## src/rtl/rvvi_depacketizer.sv

```systemverilog
// RVVI receive depacketizer: header check, frame-count/payload reassembly, record hold.
// Optional sequence check enabled by RVVI_DEPKT_SEQCHECK_EN.
module rvvi_depacketizer #(
  parameter int PAYLOAD_WIDTH     = 128,
  parameter int FRAME_COUNT_WIDTH = 64
) (
  input  logic                         clk,
  input  logic                         reset,
  input  logic [31:0]                  RxData,
  input  logic                         RxValid,
  input  logic                         RxLast,
  output logic                         RxReady,
  input  logic [47:0]                  ExpSrcMac,
  input  logic [47:0]                  ExpDstMac,
  input  logic [15:0]                  EthType,
  input  logic [15:0]                  TypeTag,
  output logic [PAYLOAD_WIDTH-1:0]     Payload,
  output logic [FRAME_COUNT_WIDTH-1:0] PayloadFrameCount,
  output logic                         PayloadValid,
  input  logic                         PayloadReady,
  output logic [15:0]                  DropCount,
  output logic                         SeqError
);
  localparam int FC   = FRAME_COUNT_WIDTH / 32;
  localparam int PW   = PAYLOAD_WIDTH / 32;
  localparam int MAXW = (FC > PW) ? ((FC > 4) ? FC : 4) : ((PW > 4) ? PW : 4);
  localparam int CW   = $clog2(MAXW);
  localparam logic [CW-1:0] HDR_LAST = CW'(3);
  localparam logic [CW-1:0] FC_LAST  = CW'(FC - 1);
  localparam logic [CW-1:0] PW_LAST  = CW'(PW - 1);

  typedef enum logic [2:0] {
    S_HEADER, S_COUNT, S_PAYLOAD, S_TAIL, S_DRAIN, S_HOLD
  } state_e;

  state_e                       state_q, state_d;
  logic [CW-1:0]                cnt_q, cnt_d;
  logic [PAYLOAD_WIDTH-1:0]     pl_q, pl_d;
  logic [FRAME_COUNT_WIDTH-1:0] fc_q, fc_d;
  logic [15:0]                  drop_q, drop_d;
  logic                         xfer, drop;
  logic [31:0]                  hdr_exp;

  // Ready is purely a function of state; held low while reset is asserted.
  assign RxReady           = ~reset & (state_q != S_HOLD);
  assign PayloadValid      = (state_q == S_HOLD);
  assign Payload           = pl_q;
  assign PayloadFrameCount = fc_q;
  assign DropCount         = drop_q;
  assign xfer              = RxValid & RxReady;

  always_comb begin
    hdr_exp = '0;
    case (int'(cnt_q))
      0:       hdr_exp = ExpSrcMac[31:0];
      1:       hdr_exp = {ExpDstMac[15:0], ExpSrcMac[47:32]};
      2:       hdr_exp = ExpDstMac[47:16];
      3:       hdr_exp = {TypeTag, EthType};
      default: hdr_exp = '0;
    endcase
  end

  always_comb begin
    state_d = state_q;
    cnt_d   = cnt_q;
    pl_d    = pl_q;
    fc_d    = fc_q;
    drop    = 1'b0;
    drop_d  = drop_q;
    case (state_q)
      S_HEADER: if (xfer) begin
        if (RxData != hdr_exp) begin
          if (RxLast) drop = 1'b1;
          else        state_d = S_DRAIN;
        end else if (RxLast)      drop = 1'b1;
        else if (cnt_q == HDR_LAST) state_d = S_COUNT;
        else                      cnt_d = cnt_q + 1'b1;
      end
      S_COUNT: if (xfer) begin
        fc_d[32*int'(cnt_q) +: 32] = RxData;
        if (RxLast)                drop = 1'b1;
        else if (cnt_q == FC_LAST) state_d = S_PAYLOAD;
        else                       cnt_d = cnt_q + 1'b1;
      end
      S_PAYLOAD: if (xfer) begin
        pl_d[32*int'(cnt_q) +: 32] = RxData;
        if (cnt_q == PW_LAST) state_d = RxLast ? S_HOLD : S_TAIL;
        else if (RxLast)      drop = 1'b1;
        else                  cnt_d = cnt_q + 1'b1;
      end
      S_TAIL:  if (xfer && RxLast) state_d = S_HOLD;
      S_DRAIN: if (xfer && RxLast) drop = 1'b1;
      S_HOLD:  if (PayloadReady) state_d = S_HEADER;
      default: state_d = S_HEADER;
    endcase
    // Every drop lands back in HEADER with a fresh word counter.
    if (drop) state_d = S_HEADER;
    if (drop || (state_d != state_q)) cnt_d = '0;
    if (drop && (drop_q != 16'hFFFF)) drop_d = drop_q + 16'd1;
  end

  always_ff @(posedge clk or posedge reset) begin
    if (reset) begin
      state_q <= S_HEADER;
      cnt_q   <= '0;
      pl_q    <= '0;
      fc_q    <= '0;
      drop_q  <= '0;
    end else begin
      state_q <= state_d;
      cnt_q   <= cnt_d;
      pl_q    <= pl_d;
      fc_q    <= fc_d;
      drop_q  <= drop_d;
    end
  end

`ifdef RVVI_DEPKT_SEQCHECK_EN
  logic [FRAME_COUNT_WIDTH-1:0] exp_q;
  logic                         exp_vld_q, seq_q;

  // Flag is computed on the HOLD entry edge so it lines up with the valid rise.
  always_ff @(posedge clk or posedge reset) begin
    if (reset) begin
      exp_q     <= '0;
      exp_vld_q <= 1'b0;
      seq_q     <= 1'b0;
    end else begin
      seq_q <= (state_q != S_HOLD) && (state_d == S_HOLD) && exp_vld_q && (fc_q != exp_q);
      if ((state_q == S_HOLD) && PayloadReady) begin
        exp_q     <= fc_q + FRAME_COUNT_WIDTH'(1);
        exp_vld_q <= 1'b1;
      end
    end
  end
  assign SeqError = seq_q;
`else
  assign SeqError = 1'b0;
`endif

endmodule

```

## config.mk

```make
export PLATFORM = sky130hd
export DESIGN_NAME = rvvi_depacketizer
export DESIGN_NICKNAME = d
export VERILOG_FILES = /design/src/rtl/rvvi_depacketizer.sv
export SDC_FILE = /design/constraint.sdc
export NUM_CORES = 1
export LEC_CHECK = 0
export CAP_MARGIN = 10
export CORE_MARGIN = 4
export CORE_UTILIZATION = 48
export CTS_CLUSTER_DIAMETER = 30
export DETAILED_ROUTE_END_ITERATION = 16
export GPL_TIMING_DRIVEN = 0
export PLACE_DENSITY = 0.95
export SLEW_MARGIN = 20
export SYNTH_ARGS = -nofsm -noshare
export SYNTH_HDL_FRONTEND = slang
export SYNTH_SLANG_ARGS = --single-unit
export TNS_END_PERCENT = 50
```

## constraint.sdc

```tcl
create_clock -name clk -period 12 [get_ports clk]
set_input_delay 1.8 -clock clk [delete_from_list [all_inputs] [get_ports clk]]
set_output_delay 1.8 -clock clk [all_outputs]
set_load 0.02 [all_outputs]
```

# After elaboration in Yosys (flattened, before gate mapping)
# Index checks and enable logic that the tools add are counted.
# totals
reg_bits	213
inputBits	165
out_inout_bits	211
# op_classes
n_addsub	3
n_eq_ne	22
shift	4
mux	36
bitwise	3
n_reduce_logical	10
# op_table
cell	n
$bwmux W128	1
$pmux W32 S4	1
$shift A32 B33 Y128 const A	1
$shiftx A32 B33 Y128	1
$bwmux W64	1
$shift A32 B33 Y64 const A	1
$shiftx A32 B33 Y64	1
$mux W3	14
$ne A3 B3 Y1 const B	11
$neg A7 Y33	1
$ne A32 B32 Y1	1
$mux W2	11
$pmux W3 S6	1
$add A16 B1 Y16 const B	1
$ne A16 B16 Y1 const B	1
$reduce_and A11 Y1	1
$eq A3 B2 Y1 const B	2
$eq A3 B3 Y1 const B	2
$pmux W2 S3	1
$mux W1	5
$eq A2 B2 Y1 const B	2
$reduce_and A2 Y1	2
$reduce_bool A4 Y1	1
$eq A3 B1 Y1 const B	1
other kinds (11)	13

# Logic depth before layout (Yosys ltp)
# Gate-level depths: netlist of the first run.
# depth
word_depth	11
mapped_depth	12
ltp_nobuf	10

# Worst setup path after synthesis of the first run
# Ideal clock, no wire load.
# synth_path
kind	in2out
startpoint	in reset
endpoint	out RxReady
arrival_time_ns	2.093
required_ns	10.200
path_slack_ns	8.107
cell_stages	1
cell_sequence	nor2_1
# synth_via
elab_chain_cells	2
# synth_rtl
item	line	rtl
from (decl)	8	input logic reset,
$not A1 Y1	45	assign RxReady = ~reset & (state_q != S_HOLD);
$and A1 B1 Y1	45	
to (decl)	12	output logic RxReady,
# No other way between the ends.

# Worst setup path after layout of the first run
# Ends and elaborated chain as after synthesis.

==> flow_summary.rst, run 1 <==
.. list-table::
   :header-rows: 1

   * - Metric
     - Value
   * - Quantity of hold-fixing buffers added after cts
     - 0
   * - Count of buffers added by post-CTS timing repair for setup
     - 0
   * - Number of flip-flops and latches in the synthesized netlist
     - 213
   * - Most frequent cell after synthesis
     - sky130_fd_sc_hd__nand2_1
   * - Reported leakage power
     - 6.434 nW
   * - Overflow left after global routing
     - 0
   * - Initial antenna violation count
     - 3
   * - DRT Wirelength
     - 41110 um
   * - Chip width
     - 150.9 um
   * - Number of inserted filler cells in the final layout
     - 1348
   * - Combined area of all synthesized cells
     - 9802 um2
   * - Setup TNS
     - 0 ps
   * - R2R Path End
     - state_q[0]
   * - FF-to-FF Start
     - cnt_q[0]
   * - Type of destination of the critical path
     - primary output
   * - Half-perimeter wire length after detailed placement
     - 30040 um
   * - Total nets after synthesis
     - 1250
   * - Synthesized instance count
     - 1079
   * - I/O pins
     - 376
   * - Post-Synthesis Mean Instance Area
     - 9.084 um2
   * - Sequential element share of the synthesized area
     - 54.38%
   * - Clock transition time at the flip-flop clock pins of the worst setup and hold paths
     - 50 ps
   * - P&R area growth vs syn
     - 55.85%
   * - Main area contributors after synthesis
     - sky130_fd_sc_hd__dfrtp_1 54%, sky130_fd_sc_hd__nand2_1 14%, sky130_fd_sc_hd__o21ai_0 10%
   * - Register-to-Register Path Depth
     - 12
   * - Relative max-transition margin
     - 38.93%
   * - Starting density of the core
     - 48.60%
   * - Top flip-flop cell by instance count after synthesis
     - sky130_fd_sc_hd__dfrtp_1
   * - Die Ht
     - 150.9 um
   * - Total power divided by cell area
     - 204.7 nW/um2
   * - Number of vias after detailed routing
     - 10.40k
   * - Final clock skew
     - 24.37 ps
   * - Synth warnings
     - 0
   * - Clock network latency to the later pin of the worst-skew pair
     - 510 ps
   * - Count of input and output buffers
     - 374
   * - Required time at the endpoint of the critical path
     - 10200 ps
   * - Number of cells on the worst hold path
     - 2
   * - Total count of hold-check failures in the final report
     - 0
   * - P_sw
     - 0.001087 W
   * - Number of clock sinks
     - 213
   * - Pin count of the biggest net entering global routing
     - 113
   * - Gate power share
     - 34.4%
   * - Result of the run
     - finished, final reports clean
   * - Library cell with the largest summed area after synthesis
     - sky130_fd_sc_hd__dfrtp_1
   * - Post_cts resized
     - 0
   * - Count of H-tree levels built during CTS
     - 2
   * - Number of max-cap violations
     - 0
   * - Gp weighted congestion
     - 0.9656
   * - Arrival time at the worst endpoint
     - 3150 ps
   * - Classification of the worst setup path
     - input pin to primary output
   * - Maximum root-to-sink buffer count
     - 3
   * - Die area
     - 22770 um2
   * - CTS Root Cell
     - sky130_fd_sc_hd__clkbuf_16
   * - DRC viols
     - 0
   * - Worst Path Max Fanout
     - 4
   * - Total number of nets in the final design
     - 1666
   * - Number of distinct standard cells referenced by the synthesized netlist
     - 43
   * - Internal reg-to-reg setup slack
     - 8420 ps
   * - Wire length of the first global-routing pass
     - 60260 um
   * - Core Footprint
     - 20170 um2
   * - Largest vdd supply drop
     - 0.1161 mV
   * - Starting DRC count in detailed routing
     - 836
   * - Tmin final
     - 4954 ps
   * - Clock share of power
     - 36.0%
   * - Inserted Clock Buffers
     - 39
   * - All-Layer GR Usage
     - 34.97%
   * - Row count
     - 52
   * - WL/cell
     - 22.85 um
   * - Transition time of the tightest slew-check pin
     - 914.1 ps
   * - Top cells by instance count after synthesis
     - 360 x sky130_fd_sc_hd__nand2_1, 213 x sky130_fd_sc_hd__dfrtp_1, 196 x sky130_fd_sc_hd__o21ai_0
   * - Sw Share
     - 34.77%
   * - Startpoint of the tightest hold check path
     - Payload[37]
   * - Post-synth EDFFs
     - 0
   * - Router iterations before antenna repair
     - 9
   * - Number of antenna-violating nets in the routed design
     - 0
   * - Highest clock frequency the design can meet
     - 201.8 MHz
   * - Startpoint kind of the worst setup timing path
     - input pin
   * - TritonCTS clock tree
     - yes
   * - Internal power consumption
     - 0.002039 W
   * - Number of global-route vias before repair
     - 10.59k
   * - Synth async-reset ratio
     - 100.0%
   * - Final max-slew violation count
     - 0
   * - HP Class
     - flop to flop
   * - Number of failing setup endpoints in the final timing report
     - 0
   * - Worst hold slack
     - 477.2 ps
   * - Final period utilization
     - 41.29%
   * - Share of layout cells above drive strength 1
     - 5.774%
   * - Relative contribution of sequential cells to total power
     - 29.6%
   * - Worst Hold End
     - Payload[37]
   * - Setup repair after global routing missed its margin
     - no
   * - Portion of synthesized cell area occupied by the leading cell type
     - 54.38%
   * - Vias/cell
     - 5.779
cells in the final DEF, fill, tap and decap left out, types with 3 or more instances in the layout:
cell type,count
sky130_fd_sc_hd__clkdlybuf4s50_1,374
sky130_fd_sc_hd__nand2_1,360
sky130_fd_sc_hd__dfrtp_1,213
sky130_fd_sc_hd__o21ai_0,196
sky130_fd_sc_hd__clkbuf_1,68
sky130_fd_sc_hd__xnor2_1,44
sky130_fd_sc_hd__clkbuf_16,40
sky130_fd_sc_hd__inv_1,39
sky130_fd_sc_hd__mux2i_1,34
sky130_fd_sc_hd__a222oi_1,32
sky130_fd_sc_hd__nor2_1,10
sky130_fd_sc_hd__nand4_1,10
sky130_fd_sc_hd__a21oi_1,7
sky130_fd_sc_hd__nand3_1,7
sky130_fd_sc_hd__buf_2,6
sky130_fd_sc_hd__ha_1,6
sky130_fd_sc_hd__diode_2,5
sky130_fd_sc_hd__clkinvlp_4,5
sky130_fd_sc_hd__bufinv_16,5
sky130_fd_sc_hd__nand2b_1,4
sky130_fd_sc_hd__and3_1,4
sky130_fd_sc_hd__nor3_1,4
sky130_fd_sc_hd__inv_6,4
sky130_fd_sc_hd__nor3b_1,3
sky130_fd_sc_hd__buf_6,3
sky130_fd_sc_hd__xor2_1,3
sky130_fd_sc_hd__clkinv_4,3
sky130_fd_sc_hd__clkbuf_8,3
sky130_fd_sc_hd__clkinv_2,3
area by class of cell:
cell class | instances | area (um2) | area share, %
inverters | 40 | 157.7 | 1.032
plain buffers | 73 | 311.5 | 2.039
clock buffers | 49 | 1065 | 6.970
flip-flops and latches | 213 | 5330 | 34.89
clock inverters | 21 | 280.3 | 1.835
repair buffers | 375 | 3771 | 24.69
diodes | 5 | 12.51 | 0.08191
multi-input cells | 753 | 4010 | 26.25
well taps | 270 | 337.8 | 2.211
state kept, by name, summed over array words and instances (netlist names):
signal / flops
PayloadFrameCount: 64
cnt_q: 2
DropCount: 16
state_q: 3
Payload: 128
logic make-up (layout without fill, tap and decap cells):
group | Yosys count | in the layout | share of synthesized area, %
flip-flops | 213 | 213 | 54.38
adder cells (fa/ha/maj) | 6 | 6 | 0.7659
AO/OA/AOI/OAI | 247 | 247 | 14.64
AND/OR/NAND/NOR | 416 | 416 | 17.56
XOR/XNOR | 47 | 47 | 4.200
other | 1 | 6 | 0.03826
multiplexers | 36 | 36 | 3.702
buffers and inverters | 113 | 558 | 4.710
how the worst max path moves through the flow:
stage,cells past startpoint,slack [ps],startpoint,to
global placement,2,1890,reset,PayloadFrameCount[26]
global route,3,7030,reset,RxReady
floorplan,1,4380,reset,DropCount[0]
CTS,3,7050,reset,RxReady
detailed placement,3,7040,reset,RxReady
finish,3,7050,reset,RxReady
power groups by stage:
stage                     sequential (W)  combinational, W  clock [W]
after global routing            0.000937           0.00114    0.00117
after detailed placement        0.000931           0.00105          0
after CTS                       0.000923           0.00107    0.00113
after global placement          0.000924           0.00102          0
final                           0.000927           0.00107    0.00112
after floorplan                  0.00107          0.000427          0
routing by layer:
metal	part of all wire, %	routed length (um)	global-route usage (%)
met1	34	13820	38.69
met2	50	20470	60.19
met3	11	4409	10.14
met4	5.9	2416	19.81
met5	0	0	0
worst max-delay path, stage by stage:
cell and delay, ps:
sky130_fd_sc_hd__clkdlybuf4s50_1 560, sky130_fd_sc_hd__nor2_1 170, sky130_fd_sc_hd__clkdlybuf4s50_1 620
stage by stage:
step	area (um2)	util [%]	total power, W	std cells	setup WS [ps]
6_report	15280	75.74	0.003126	1799	7046
5_1_grt	15270	75.71	0.003248	1797	7029
4_1_cts	15260	75.68	0.003121	1794	7046
3_5_place_dp	13920	69.01	0.001986	1724	7043
3_3_place_gp	13880	68.83	0.001947	1723	1894
2_1_floorplan	9802	-	0.001493	1079	4377
Note: power is estimated with default switching activity, not from simulation.
==> run 2: changes to the inputs <==
--- a/config.mk
+++ b/config.mk
@@ -7,11 +7,11 @@
 export LEC_CHECK = 0
 export CAP_MARGIN = 10
 export CORE_MARGIN = 4
-export CORE_UTILIZATION = 48
+export CORE_UTILIZATION = 40
 export CTS_CLUSTER_DIAMETER = 30
 export DETAILED_ROUTE_END_ITERATION = 16
 export GPL_TIMING_DRIVEN = 0
-export PLACE_DENSITY = 0.95
+export PLACE_DENSITY = 0.88
 export SLEW_MARGIN = 20
 export SYNTH_ARGS = -nofsm -noshare
 export SYNTH_HDL_FRONTEND = slang
==> constraint.sdc (replaced) <==
create_clock -name clk -period 4.5 [get_ports clk]
set_input_delay 0.675 -clock clk [delete_from_list [all_inputs] [get_ports clk]]
set_output_delay 0.675 -clock clk [all_outputs]
set_load 0.02 [all_outputs]
==> run 2 against run 1 <==
Compared with the run above: total power rose to 2.7 times the previous value; critical path depth rose by 5; worst hold slack barely moved; non-clock buffer count rose by 6; clock skew fell by 5.8 ps; sequential share of layout area fell by 0.59 points; cell count rose by 3.3%; global-route usage fell by 5.6 points.
==> flow_summary.rst, run 2 (synthesis gave the netlist of run 1 again) <==
.. list-table::
   :header-rows: 1

   * - Metric
     - Value
   * - Number of inserted filler cells in the final layout
     - 1929
   * - Tmin final
     - 3367 ps
   * - Clock network latency to the later pin of the worst-skew pair
     - 510 ps
   * - CTS Root Cell
     - sky130_fd_sc_hd__clkbuf_16
   * - Final period utilization
     - 74.82%
   * - Gp weighted congestion
     - 0.9075
   * - Largest vdd supply drop
     - 0.2706 mV
   * - Total number of nets in the final design
     - 1674
   * - Number of failing setup endpoints in the final timing report
     - 0
   * - Total count of hold-check failures in the final report
     - 0
   * - Pin count of the biggest net entering global routing
     - 36
   * - Highest clock frequency the design can meet
     - 297.0 MHz
   * - Core Footprint
     - 24250 um2
   * - Crit path max-delay cell type
     - sky130_fd_sc_hd__nor3b_1
   * - I/O pins
     - 376
   * - CP max stage delay
     - 900 ps
   * - Final clock skew
     - 18.62 ps
   * - Commonest cells after routing, fill and taps aside
     - 374 x sky130_fd_sc_hd__clkdlybuf4s50_1, 360 x sky130_fd_sc_hd__nand2_1, 213 x sky130_fd_sc_hd__dfrtp_1, 196 x sky130_fd_sc_hd__o21ai_0, 63 x sky130_fd_sc_hd__clkbuf_1
   * - Die Ht
     - 164.5 um
   * - Classification of the worst setup path
     - flop to flop
   * - Chip width
     - 164.5 um
   * - P&R area growth vs syn
     - 58.51%
   * - Number of antenna-violating nets in the routed design
     - 0
   * - Maximum root-to-sink buffer count
     - 3
   * - TritonCTS clock tree
     - yes
   * - Quantity of hold-fixing buffers added after cts
     - 0
   * - FF-to-FF Start
     - cnt_q[0]
   * - Reported leakage power
     - 6.528 nW
   * - Type of destination of the critical path
     - flop
   * - Count of input and output buffers
     - 374
   * - Transition time of the tightest slew-check pin
     - 1056 ps
   * - Internal reg-to-reg setup slack
     - 1130 ps
   * - Final max-slew violation count
     - 0
   * - Number of global-route vias before repair
     - 10.33k
   * - Required time at the endpoint of the critical path
     - 4910 ps
   * - Count of antenna diodes in the layout
     - 0
   * - Starting density of the core
     - 40.42%
   * - Number of vias after detailed routing
     - 10.08k
   * - Cell total after placement
     - 1784
   * - Most common cell after layout, fill and taps aside
     - sky130_fd_sc_hd__clkdlybuf4s50_1
   * - Setup repair after global routing missed its margin
     - no
   * - Inserted Clock Buffers
     - 41
   * - Post_cts resized
     - 0
   * - Overflow left after global routing
     - 0
   * - Total power divided by cell area
     - 544.6 nW/um2
   * - HP Class
     - flop to flop
   * - Result of the run
     - finished, final reports clean
   * - Row count
     - 57
   * - Startpoint kind of the worst setup timing path
     - flop
   * - All-Layer GR Usage
     - 29.42%
   * - Router iterations before antenna repair
     - 9
   * - Wire length of the first global-routing pass
     - 60220 um
   * - Arrival time at the worst endpoint
     - 3780 ps
   * - Non-Filler Instances
     - 1858
   * - DRC viols
     - 0
   * - Worst Path Max Fanout
     - 10
   * - DRT Wirelength
     - 40580 um
   * - WL/cell
     - 21.84 um
   * - Worst setup endpoint
     - Payload[11]
   * - Initial antenna violation count
     - 0
   * - List of cells traversed by the critical path
     - inv_1 > ha_1 > buf_4 > buf_2 > nor3b_1 > clkbuf_1 > nand2_1 > o21ai_0
   * - Count of buffers added by post-CTS timing repair for setup
     - 0
   * - Relative max-transition margin
     - 29.45%
   * - R2R Path End
     - Payload[11]
   * - First element of the critical path
     - cnt_q[0]
   * - Die area
     - 27070 um2
   * - Max FFs per register
     - 128
   * - Clock transition time at the flip-flop clock pins of the worst setup and hold paths
     - 50 ps
   * - Starting DRC count in detailed routing
     - 1101
   * - Count of H-tree levels built during CTS
     - 2
   * - Number of max-cap violations
     - 0
   * - Half-perimeter wire length after detailed placement
     - 31090 um
   * - Vias/cell
     - 5.425
   * - Register-to-Register Path Depth
     - 8
   * - Number of clock sinks
     - 213
   * - Share of layout cells above drive strength 1
     - 6.714%
   * - Fin util
     - 64.08%
   * - Overall power
     - 0.008461 W
## run 2: area by class of cell
type	count	area, um2	area share, %
Tap cell	324	405.4	2.609
Sequential cell	213	5330	34.31
Clock buffer	46	1107	7.127
Multi-Input combinational cell	753	4010	25.81
Timing Repair Buffer	381	3891	25.04
Clock inverter	28	327.8	2.110
Inverter	40	153.9	0.9905
Buffer	73	311.5	2.005
## run 2: worst max-delay path: cells and delay by family (launching register included)
family,cells,cell delay [ps]
buffers and inverters,4,1280
AO/OA/AOI/OAI,1,240
adder cells (fa/ha/maj),1,200
flip-flops,1,460
AND/OR/NAND/NOR,2,1110
## run 2: worst min path at each step
stage	end	start	cells past startpoint	slack, ps
2_1_floorplan	Payload[94]	Payload[94]	2	590
3_3_place_gp	Payload[68]	Payload[68]	2	460
3_5_place_dp	Payload[36]	Payload[36]	2	470
4_1_cts	PayloadFrameCount[61]	PayloadFrameCount[61]	2	480
5_1_grt	Payload[3]	Payload[3]	2	500
6_report	PayloadFrameCount[61]	PayloadFrameCount[61]	2	480
## run 2: metal layers
| metal | up-vias | global-route usage, % | routed length (um) |
|---|---|---|---|
| li1 | 4487 | - | - |
| met1 | 4893 | 35.42 | 15160 |
| met2 | 588 | 52.39 | 20530 |
| met3 | 111 | 5.540 | 3399 |
| met4 | 0 | 10.89 | 1492 |
| met5 | - | 0 | 0 |
## run 2: power breakdown
group | total [W] | switching, W | internal, W
clock network | 0.00315 | 0.00107 | 0.00208
logic | 0.00284 | 0.00161 | 0.00123
registers | 0.00247 | 0.000227 | 0.00225
## run 2: per-stage QoR
| step | hold slack (ps) | TNS [ps] | setup WS [ps] | instance area [um2] |
|---|---|---|---|---|
| after global placement | 461.1 | -109230 | -529.9 | 13950 |
| after CTS | 479.7 | 0 | 1078 | 15540 |
| after detailed placement | 469.0 | 0 | 1106 | 14100 |
| after floorplan | 588.4 | 0 | 1055 | 9806 |
| after global routing | 496.1 | 0 | 896.2 | 15540 |
| final | 477.7 | 0 | 1133 | 15540 |
==> run 3: changes to the inputs <==
==> constraint.sdc (replaced) <==
create_clock -name clk -period 2.7 [get_ports clk]
set_input_delay 0.405 -clock clk [delete_from_list [all_inputs] [get_ports clk]]
set_output_delay 0.405 -clock clk [all_outputs]
set_load 0.02 [all_outputs]
==> run 3 against run 2 <==
Compared with the run above: the run now ends with setup timing left; fmax grew 17%; via count increased by 1.7%; sequential power increased by 67%; total power up 72%; critical path depth grew 3; core utilization grew 1.5 points; worst setup slack worse by 1300 ps; clock power increased by 67%; cell count is 0.65% higher; cell area up 2.3%; clock-buffer cell count is the same; combinational power up 81%; critical path type unchanged; largest power group unchanged; highest routed layer unchanged.
==> flow_summary.rst, run 3 (synthesis gave the netlist of run 1 again) <==
.. list-table::
   :header-rows: 1

   * - Metric
     - Value
   * - Result of the run
     - finished with violations
   * - Violated checks
     - setup timing
   * - Overflow left after global routing
     - 0
   * - Largest vdd supply drop
     - 0.5351 mV
   * - Commonest cells after routing, fill and taps aside
     - 374 x sky130_fd_sc_hd__clkdlybuf4s50_1, 360 x sky130_fd_sc_hd__nand2_1, 211 x sky130_fd_sc_hd__dfrtp_1, 196 x sky130_fd_sc_hd__o21ai_0, 54 x sky130_fd_sc_hd__clkbuf_1
   * - Wire length of the first global-routing pass
     - 60790 um
   * - Total number of nets in the final design
     - 1686
   * - Quantity of hold-fixing buffers added after cts
     - 0
   * - Setup TNS
     - -625.2 ps
   * - Number of vias after detailed routing
     - 10.25k
   * - Max FFs per register
     - 128
   * - Count of input and output buffers
     - 374
   * - Router iterations before antenna repair
     - 9
   * - Initial antenna violation count
     - 0
   * - Final clock skew
     - 22.82 ps
   * - Non-Filler Instances
     - 1870
   * - Starting DRC count in detailed routing
     - 997
   * - Fin util
     - 65.56%
   * - Chip width
     - 164.5 um
   * - HP Class
     - input pin to async pin
   * - Arrival time at the worst endpoint
     - 3270 ps
   * - Setup ws final
     - -179.6 ps
   * - Count of H-tree levels built during CTS
     - 2
   * - Row count
     - 57
   * - Highest clock frequency the design can meet
     - 347.3 MHz
   * - Number of failing setup endpoints in the final timing report
     - 4
   * - Gp weighted congestion
     - 0.9075
   * - Worst Path Max Fanout
     - 10
   * - Starting density of the core
     - 40.42%
   * - Number of max-cap violations
     - 0
   * - Total power divided by cell area
     - 913.8 nW/um2
   * - Reported leakage power
     - 6.705 nW
   * - Final max-slew violation count
     - 0
   * - Number of clock sinks
     - 213
   * - Inserted Clock Buffers
     - 41
   * - Most common cell after layout, fill and taps aside
     - sky130_fd_sc_hd__clkdlybuf4s50_1
   * - Type of destination of the critical path
     - flop
   * - Clock network latency to the later pin of the worst-skew pair
     - 520 ps
   * - Die Ht
     - 164.5 um
   * - CTS Root Cell
     - sky130_fd_sc_hd__clkbuf_16
   * - P&R area growth vs syn
     - 62.18%
   * - DRT Wirelength
     - 41110 um
   * - Setup repair after global routing missed its margin
     - yes
   * - Die area
     - 27070 um2
   * - Maximum root-to-sink buffer count
     - 3
   * - Pin count of the biggest net entering global routing
     - 36
   * - WL/cell
     - 21.99 um
   * - TritonCTS clock tree
     - yes
   * - Classification of the worst setup path
     - flop to flop
   * - Count of antenna diodes in the layout
     - 0
   * - Worst hold slack
     - 322.0 ps
   * - Total count of hold-check failures in the final report
     - 0
   * - Half-perimeter wire length after detailed placement
     - 31090 um
   * - Cell total after placement
     - 1784
   * - Share of layout cells above drive strength 1
     - 9.379%
   * - Required time at the endpoint of the critical path
     - 3090 ps
   * - Number of global-route vias before repair
     - 10.40k
   * - Clock transition time at the flip-flop clock pins of the worst setup and hold paths
     - 50 ps
   * - Final period utilization
     - 106.7%
   * - Tmin final
     - 2880 ps
   * - Relative max-transition margin
     - 53.01%
   * - All-Layer GR Usage
     - 29.67%
   * - Number of antenna-violating nets in the routed design
     - 0
   * - DRC viols
     - 0
   * - I/O pins
     - 376
   * - Vias/cell
     - 5.481
   * - Startpoint kind of the worst setup timing path
     - flop
   * - Transition time of the tightest slew-check pin
     - 702.6 ps
   * - Core Footprint
     - 24250 um2
==> run 3: repair_timing <==
action	4_1_cts	5_1_grt
pin swaps	11	16
hold endpoints to repair	0	0
gates cloned	0	1
gates resized for setup	45	25
setup endpoints to repair	121	63
buffers inserted	9	4
==> run 3: final timing paths <==
kind | from | to | slack (ps) | cells past startpoint
max | cnt_q[0] | state_q[2] | -180 | 11
min in group clk | PayloadFrameCount[61] | PayloadFrameCount[61] | 480 | 2
min reg2reg | PayloadFrameCount[61] | PayloadFrameCount[61] | 480 | 2
max reg2reg | cnt_q[0] | state_q[2] | -180 | 11
max in group asynchronous | reset | Payload[95] | 1220 | 6
min | reset | DropCount[6] | 320 | 2
==> run 3: stage by stage <==
stage	instance area (um2)	setup slack (ps)	total power, W
after floorplan	9806	-475.2	0.006638
after global placement	13950	-2060	0.008687
after detailed placement	14100	-693.7	0.008853
after CTS	15780	-259.0	0.01439
after global routing	15900	-340.9	0.01514
final	15900	-179.6	0.01453
==> run 3: worst max-delay path, cell delays in order, from the launching register on <==
cell and delay [ps]:
sky130_fd_sc_hd__dfrtp_2 470, sky130_fd_sc_hd__ha_4 210, sky130_fd_sc_hd__buf_4 180, sky130_fd_sc_hd__a222oi_1 490, sky130_fd_sc_hd__mux2i_2 140, sky130_fd_sc_hd__xnor2_1 240
sky130_fd_sc_hd__nand4_1 190, sky130_fd_sc_hd__nor4_4 370, sky130_fd_sc_hd__nand2_2 160, sky130_fd_sc_hd__buf_6 150, sky130_fd_sc_hd__a21oi_2 100, sky130_fd_sc_hd__nor2_1 60
==> run 3: where the power goes <==
group          switching [W]  internal, W  total (W)
logic                0.00281      0.00233    0.00515
registers           0.000387      0.00374    0.00413
clock network        0.00178      0.00347    0.00525
==> run 3: cell type report <==
cell class | instances | area (um2)
Timing Repair Buffer | 395 | 4029
Fill cell | 1871 | 8352
Buffer | 71 | 391.6
Clock inverter | 28 | 327.8
Tap cell | 324 | 405.4
Inverter | 40 | 156.4
Multi-Input combinational cell | 753 | 4146
Sequential cell | 213 | 5333
Clock buffer | 46 | 1107
==> run 3: per-layer routing <==
layer  routed length [um]  track usage (%)
met5                    0                0
met3                 3399            5.640
met1                15390            35.77
met2                20700            52.53
met4                 1624            11.38
